$ cat src/rtl/gcm_pkg.sv
// Shared types and helpers for the GCM receive-side GCTR engine.
package gcm_pkg;

    localparam int unsigned BLOCK_W = 128;
    localparam int unsigned INC_S   = 32;
    localparam int unsigned BYTES_W = 5;

    typedef enum logic [1:0] {IDLE, RUN, DRAIN} gctr_state_e;

    // Increment the right-most INC_S bits modulo 2^INC_S; upper bits pass through.
    function automatic logic [BLOCK_W-1:0] inc32(input logic [BLOCK_W-1:0] cb);
        return {cb[BLOCK_W-1:INC_S], cb[INC_S-1:0] + INC_S'(1)};
    endfunction

    // Ones in the most-significant 'bytes' bytes, zeros below.
    function automatic logic [BLOCK_W-1:0] mask_msb(input logic [BYTES_W-1:0] bytes);
        logic [BLOCK_W-1:0] m;
        m = '0;
        for (int i = 0; i < int'(BLOCK_W / 8); i++) begin
            if (BYTES_W'(i) < bytes) begin
                m[BLOCK_W-1-8*i -: 8] = 8'hFF;
            end
        end
        return m;
    endfunction

endpackage

$ cat src/rtl/gcm_sync_fifo.sv
// Synchronous fall-through FIFO with active-high synchronous reset.
// Pushes while full are dropped; the caller is expected to prevent them.
module gcm_sync_fifo #(
    parameter int unsigned WIDTH = 8,
    parameter int unsigned DEPTH = 16
) (
    input  logic             clk,
    input  logic             rst,
    input  logic             push_i,
    input  logic [WIDTH-1:0] data_i,
    input  logic             pop_i,
    output logic [WIDTH-1:0] data_o,
    output logic             empty_o,
    output logic             full_o
);
    localparam int unsigned PW = (DEPTH > 1) ? $clog2(DEPTH) : 1;
    localparam int unsigned CW = $clog2(DEPTH + 1);

    logic [WIDTH-1:0] mem_q [DEPTH];
    logic [PW-1:0]    wr_ptr_q, rd_ptr_q;
    logic [CW-1:0]    count_q;
    logic             do_push, do_pop;

    assign empty_o = (count_q == '0);
    assign full_o  = (count_q == CW'(DEPTH));
    assign do_push = push_i & ~full_o;
    assign do_pop  = pop_i & ~empty_o;
    assign data_o  = mem_q[rd_ptr_q];

    // Storage array; contents need no reset since empty_o qualifies the head.
    always_ff @(posedge clk) begin
        if (do_push) begin
            mem_q[wr_ptr_q] <= data_i;
        end
    end

    // Pointer and occupancy tracking.
    always_ff @(posedge clk) begin
        if (rst) begin
            wr_ptr_q <= '0;
            rd_ptr_q <= '0;
            count_q  <= '0;
        end else begin
            if (do_push) begin
                wr_ptr_q <= (wr_ptr_q == PW'(DEPTH - 1)) ? '0 : wr_ptr_q + 1'b1;
            end
            if (do_pop) begin
                rd_ptr_q <= (rd_ptr_q == PW'(DEPTH - 1)) ? '0 : rd_ptr_q + 1'b1;
            end
            unique case ({do_push, do_pop})
                2'b10:   count_q <= count_q + 1'b1;
                2'b01:   count_q <= count_q - 1'b1;
                default: count_q <= count_q;
            endcase
        end
    end

endmodule

$ cat src/rtl/gctr_decrypt_stream.sv
// GCM receive-side GCTR engine: counter generation, AES request issue and
// keystream XOR with credit-based flow control toward a fixed-latency AES core.
// Optional feature macro: GCTR_DEC_PARTIAL_EN (mask unused bytes of the last block).
module gctr_decrypt_stream
    import gcm_pkg::*;
#(
    parameter int unsigned DATA_WIDTH = BLOCK_W,
    parameter int unsigned S          = INC_S,
    parameter int unsigned CIPH_LAT   = 12,
    parameter int unsigned DEPTH      = 16
) (
    input  logic                  clk,
    input  logic                  rst,
    input  logic                  start,
    input  logic [DATA_WIDTH-1:0] icb_in,
    input  logic                  ct_valid,
    output logic                  ct_ready,
    input  logic [DATA_WIDTH-1:0] ct_data,
    input  logic                  ct_last,
    input  logic [BYTES_W-1:0]    ct_bytes,
    output logic                  ciph_valid_out,
    output logic [DATA_WIDTH-1:0] ciph_block_out,
    input  logic                  ciph_valid_in,
    input  logic [DATA_WIDTH-1:0] ciph_block_in,
    output logic                  pt_valid,
    input  logic                  pt_ready,
    output logic [DATA_WIDTH-1:0] pt_data,
    output logic                  pt_last,
    output logic                  busy
);
    localparam int unsigned OW = $clog2(DEPTH + 1);
`ifdef GCTR_DEC_PARTIAL_EN
    localparam int unsigned CT_W = DATA_WIDTH + 1 + BYTES_W;
`else
    localparam int unsigned CT_W = DATA_WIDTH + 1;
`endif

    gctr_state_e           state_q, state_d;
    logic [DATA_WIDTH-1:0] cb_q, cb_d, cb_inc;
    logic [OW-1:0]         outst_q, outst_d;
    logic [CIPH_LAT-1:0]   pend_q;
    logic                  ciph_valid_q;
    logic [DATA_WIDTH-1:0] ciph_block_q;
    logic                  accept, pt_fire, ks_push;
    logic                  ks_full, ks_empty, ct_empty, unused_ct_full;
    logic [CT_W-1:0]       ct_wdata, ct_rdata;
    logic [DATA_WIDTH-1:0] ks_rdata, ct_head, pt_raw;
    logic                  ct_head_last;

    if (DATA_WIDTH == BLOCK_W && S == INC_S) begin : g_inc32
        assign cb_inc = inc32(cb_q);
    end else begin : g_incs
        assign cb_inc = {cb_q[DATA_WIDTH-1:S], cb_q[S-1:0] + S'(1)};
    end

    assign ct_ready = (state_q == RUN) && (outst_q < OW'(DEPTH));
    assign accept   = ct_valid & ct_ready;
    assign pt_valid = ~ct_empty & ~ks_empty;
    assign pt_fire  = pt_valid & pt_ready;
    // Only keystream matching a request issued since the last reset is accepted.
    assign ks_push  = ciph_valid_in & pend_q[CIPH_LAT-1];

    assign ct_head      = ct_rdata[CT_W-1 -: DATA_WIDTH];
    assign ct_head_last = ct_rdata[CT_W-DATA_WIDTH-1];

`ifdef GCTR_DEC_PARTIAL_EN
    assign ct_wdata = {ct_data, ct_last, ct_bytes};
    assign pt_raw   = ct_head_last ?
                      ((ct_head ^ ks_rdata) & mask_msb(ct_rdata[BYTES_W-1:0])) :
                      (ct_head ^ ks_rdata);
`else
    logic unused_ct_bytes;
    assign unused_ct_bytes = ^ct_bytes;
    assign ct_wdata = {ct_data, ct_last};
    assign pt_raw   = ct_head ^ ks_rdata;
`endif

    assign pt_data        = pt_valid ? pt_raw : '0;
    assign pt_last        = pt_valid & ct_head_last;
    assign busy           = (state_q != IDLE);
    assign ciph_valid_out = ciph_valid_q;
    assign ciph_block_out = ciph_block_q;

    gcm_sync_fifo #(
        .WIDTH(CT_W),
        .DEPTH(DEPTH)
    ) u_ct_fifo (
        .clk    (clk),
        .rst    (rst),
        .push_i (accept),
        .data_i (ct_wdata),
        .pop_i  (pt_fire),
        .data_o (ct_rdata),
        .empty_o(ct_empty),
        .full_o (unused_ct_full)
    );

    gcm_sync_fifo #(
        .WIDTH(DATA_WIDTH),
        .DEPTH(DEPTH)
    ) u_ks_fifo (
        .clk    (clk),
        .rst    (rst),
        .push_i (ks_push),
        .data_i (ciph_block_in),
        .pop_i  (pt_fire),
        .data_o (ks_rdata),
        .empty_o(ks_empty),
        .full_o (ks_full)
    );

    // Next-state: FSM, counter block and outstanding credit count.
    always_comb begin
        state_d = state_q;
        cb_d    = cb_q;
        outst_d = outst_q;
        unique case (state_q)
            IDLE: begin
                if (start) begin
                    state_d = RUN;
                    cb_d    = icb_in;
                end
            end
            RUN: begin
                if (accept && ct_last) begin
                    state_d = DRAIN;
                end
            end
            DRAIN: begin
                if (pt_fire && pt_last) begin
                    state_d = IDLE;
                end
            end
            default: state_d = IDLE;
        endcase
        if (accept) begin
            cb_d = cb_inc;
        end
        unique case ({accept, pt_fire})
            2'b10:   outst_d = outst_q + 1'b1;
            2'b01:   outst_d = outst_q - 1'b1;
            default: outst_d = outst_q;
        endcase
    end

    // State registers, registered AES request and in-flight request tracker.
    always_ff @(posedge clk) begin
        if (rst) begin
            state_q      <= IDLE;
            cb_q         <= '0;
            outst_q      <= '0;
            pend_q       <= '0;
            ciph_valid_q <= 1'b0;
            ciph_block_q <= '0;
        end else begin
            state_q      <= state_d;
            cb_q         <= cb_d;
            outst_q      <= outst_d;
            pend_q       <= CIPH_LAT'({pend_q, ciph_valid_q});
            ciph_valid_q <= accept;
            if (accept) begin
                ciph_block_q <= cb_q;
            end
        end
    end

    // Keystream must never arrive with the keystream FIFO full.
    a_ks_no_overflow: assert property (@(posedge clk) disable iff (rst)
        !(ciph_valid_in && ks_full));

endmodule

$ cat config.mk
export PLATFORM = sky130hd
export DESIGN_NAME = gctr_decrypt_stream
export DESIGN_NICKNAME = d
export VERILOG_FILES = /design/src/rtl/gcm_pkg.sv /design/src/rtl/gcm_sync_fifo.sv /design/src/rtl/gctr_decrypt_stream.sv
export SDC_FILE = /design/constraint.sdc
export NUM_CORES = 2
export LEC_CHECK = 0
export CAP_MARGIN = 10
export CORE_MARGIN = 10
export CORE_UTILIZATION = 55
export CTS_CLUSTER_DIAMETER = 200
export CTS_CLUSTER_SIZE = 12
export DETAILED_ROUTE_END_ITERATION = 7
export GPL_TIMING_DRIVEN = 0
export PLACE_DENSITY = 0.81
export SYNTH_ARGS = -nofsm -noshare
export SYNTH_HDL_FRONTEND = slang
export SYNTH_HIERARCHICAL = 1
export SYNTH_MEMORY_MAX_BITS = 65536
export SYNTH_SLANG_ARGS = --single-unit
$ cat constraint.sdc
create_clock -name clk -period 11.8 [get_ports clk]
set_input_delay 1.18 -clock clk [delete_from_list [all_inputs] [get_ports clk]]
set_output_delay 1.18 -clock clk [all_outputs]
set_load 0.005 [all_outputs]
==> flow_summary.rst <==
.. list-table::
   :header-rows: 1

   * - Metric
     - Value
   * - Net Sw Frac
     - 0.281
   * - Run status
     - finished, violations left
   * - Total standard cell area after synthesis
     - approximately 0.17 mm²
   * - Die H
     - around 570 µm
   * - Placer's final routability congestion estimate
     - 0.975
   * - Max-slew headroom
     - -0.0179
   * - Portion of total power attributed to the clock network
     - 0.319
   * - Worst-Skew Late Latency
     - around 1000 ps
   * - Most common cell after layout, fill and taps aside
     - edfxtp_1
   * - Internal reg-to-reg setup slack
     - between 6000 and 7000 ps
   * - Final Critical Period
     - 7900 ps
   * - Met3 WL
     - 80.2 mm
   * - Peak ir drop on the vdd network
     - 0.228 mV
   * - Number of gates given a new drive strength after cts
     - 0
   * - Sum of routed wire length over all layers
     - roughly 560 mm
   * - Power per unit of standard cell area
     - ~190 mW/mm²
   * - Number of routed nets with antenna violations
     - 0
   * - Switching component of the power
     - roughly 10 mW
   * - Cell Chain, Critical Path
     - buf_2 -> nor2_1 -> clkbuf_1 -> clkbuf_1 -> a22oi_1 -> nand2_1 -> xnor2_1 -> nor2_1 -> clkdlybuf4s50_1
   * - Count of boundary I/O pins
     - approximately 660
   * - Detailed-routing wirelength on met1
     - ~170 mm
   * - Synth-to-layout area growth
     - 16.7%
   * - Static leakage power
     - about 60 nW
   * - Iter 0 DRT Violations
     - about 17k
   * - Number of buffers on the longest clock path
     - 4
   * - Via count
     - between 90k and 100k
   * - Reg2Reg Capture Point
     - u_ct_fifo/count_q[4]
   * - Count of mapped cells out of synthesis
     - 8104
   * - Type of element launching the critical path
     - flip-flop
   * - Endpoints failing hold
     - 0
   * - Maximum number of pins on one net before global-route repair
     - 27
   * - Highest routing layer actually used
     - met5
   * - Count of TritonRoute iterations in the first routing pass
     - 8
   * - DRC violation count after routing
     - 0
   * - Aggregate negative setup slack
     - 0 ps
   * - Required arrival time at the worst endpoint
     - 10620 ps
   * - Number of nets in the final layout
     - 9855
   * - CTS buffer count
     - between 400 and 500
   * - Endpoint of the most critical setup path
     - pt_data[112]
   * - Cell Int Power
     - between 20 and 30 mW
   * - Depth of the critical timing path with buffers and inverters included
     - 9
   * - Net count of the mapped netlist
     - between 8k and 9k
   * - Cell depth of the worst hold path
     - 1
   * - Proportion of power drawn by flip-flops and latches
     - 0.466
   * - Congestion Overflow GR
     - 0
   * - Max FO, Critical Path
     - 10
   * - Post-DR wirelength/cell
     - ~41 µm
   * - Reg2Reg Launch Point
     - u_ct_fifo/count_q[1]
   * - CTS tree
     - done
   * - Power Total
     - 37.3 mW
   * - Number of antenna violations at the first check in global routing
     - 137
   * - Buffers & Inverters on Critical Path
     - 4
   * - Maximum cell stage delay along the critical path
     - roughly 1100 ps
   * - Type of the setup path with the least slack
     - reg2out
   * - Top cell family by delay on the critical path
     - buffers and inverters
   * - Max Cap Viol
     - 1
   * - Clock sink total
     - roughly 4.4k
   * - Final count of negative-setup-slack endpoints
     - 0
   * - Cell with the largest stage delay on the worst path
     - clkbuf_1
   * - Period utilization
     - 0.669
   * - Vias per Instance
     - slightly above 7
   * - Clock Skews
     - between 100 and 150 ps
   * - HP Class
     - reg2reg
   * - Post-CTS Hold Buffers
     - 0
   * - Detailed placement HPWL
     - 354 mm
   * - Category of the worst setup path capture point
     - output port
   * - Clock Pin Slew Worst Setup and Hold Paths
     - 70 ps
   * - Vias in the first global route
     - around 95k
   * - Violations in the final reports
     - capacitance limit, slew limit
   * - Std cell rows
     - between 200 and 250
   * - Starting density of the core
     - 0.552
   * - Floorplan die width
     - approximately 570 µm
   * - Arr. time, crit path
     - 6720 ps
   * - Total of fill cells in the finished design
     - around 18k
   * - Commonest non-fill, non-tap cells in the layout
     - edfxtp_1 (4112), mux4_2 (1028), nand2_1 (711)
   * - Routed met2 length
     - between 200 and 300 mm
   * - Setup repair after global routing missed its margin
     - false
   * - Cells after DPL
     - ~13k
   * - Global routing usage summed across all routing layers
     - 0.336
   * - Area of the core
     - about 0.30 mm²
   * - Worst Tran Pin Value
     - between 1500 and 2000 ps
   * - Number of buffers inserted to repair setup after CTS
     - 0
   * - Ratio of cells with drive above 1 in the final layout
     - 0.205
   * - Die Outline Area
     - ~0.33 mm²
   * - Final Max Slew Viols
     - 2
   * - Maximum frequency from static timing analysis
     - 127 MHz
   * - Global-route wire length before repair
     - roughly 760 mm
   * - Library cell used as clock root buffer
     - clkbuf_16
   * - Number of I/O port buffers
     - between 600 and 700
   * - Avg Inst Size Synth
     - 20.6 µm²
   * - Portion of total power attributed to combinational logic
     - 0.215
   * - Yosys warnings
     - 6
   * - Filler-free cell count of the finished design
     - roughly 14k
   * - H-tree depth
     - 5
   * - Depth of the worst register-to-register path
     - 16
-- power by group through the flow --
| stage | Clock (mW) | Sequential, mW | Combinational, mW |
|---|---|---|---|
| after floorplan | 0 | 17.7 | 4.17 |
| after global placement | 0 | 17.7 | 7.35 |
| after detailed placement | 0 | 17.7 | 7.58 |
| after CTS | 11.9 | 17.4 | 7.84 |
| after global routing | 12.4 | 17.4 | 8.21 |
| final | 11.9 | 17.4 | 8.01 |
-- through the flow --
stage | cell area (µm²) | setup WS, ps | util | hold WS [ps]
finish | 195000 | 3900 | 0.645 | 427
global route | 195000 | 4040 | 0.644 | 451
CTS | 195000 | 4250 | 0.644 | 429
detailed placement | 184000 | 5410 | 0.607 | 428
global placement | 179000 | -12370 | 0.590 | 421
floorplan | 167000 | 76.9 | - | 414
-- metal layers --
metal | global-route usage | vias to the layer above
li1 | - | 35800
met4 | 0.241 | 82
met2 | 0.521 | 9601
met3 | 0.103 | 1939
met1 | 0.402 | 48300
met5 | 0 | -
-- sequential cells by signal, indices dropped and copies added (netlist names), 5 cells and up, named ones only --
| register | count |
|---|---|
| cb_q | 128 |
| u_ct_fifo/mem_q | 2064 |
| u_ks_fifo/count_q | 5 |
| pend_q | 12 |
| u_ks_fifo/mem_q | 2048 |
| u_ct_fifo/count_q | 5 |
| ciph_block_out | 128 |
| outst_q | 5 |
-- cell type report --
class	count	area [µm²]	share of cell area
Antenna cell	87	218	0.00112
Buffer	466	2100	0.0108
Clock buffer	464	10500	0.0540
Clock inverter	21	435	0.00223
Inverter	19	76.3	0.000391
Multi-Input combinational cell	3197	35400	0.182
Sequential cell	4422	130000	0.665
Tap cell	3978	4980	0.0255
Timing Repair Buffer	927	11600	0.0593
-- worst min path at each step --
| stage | start | to | slack [ps] |
|---|---|---|---|
| after floorplan | pend_q[9] | pend_q[10] | 410 |
| after global placement | pend_q[8] | pend_q[9] | 420 |
| after detailed placement | pend_q[10] | pend_q[11] | 430 |
| after CTS | pend_q[8] | pend_q[9] | 430 |
| after global routing | pend_q[8] | pend_q[9] | 450 |
| final | pend_q[8] | pend_q[9] | 430 |
Power figures use the tool's default switching activity.
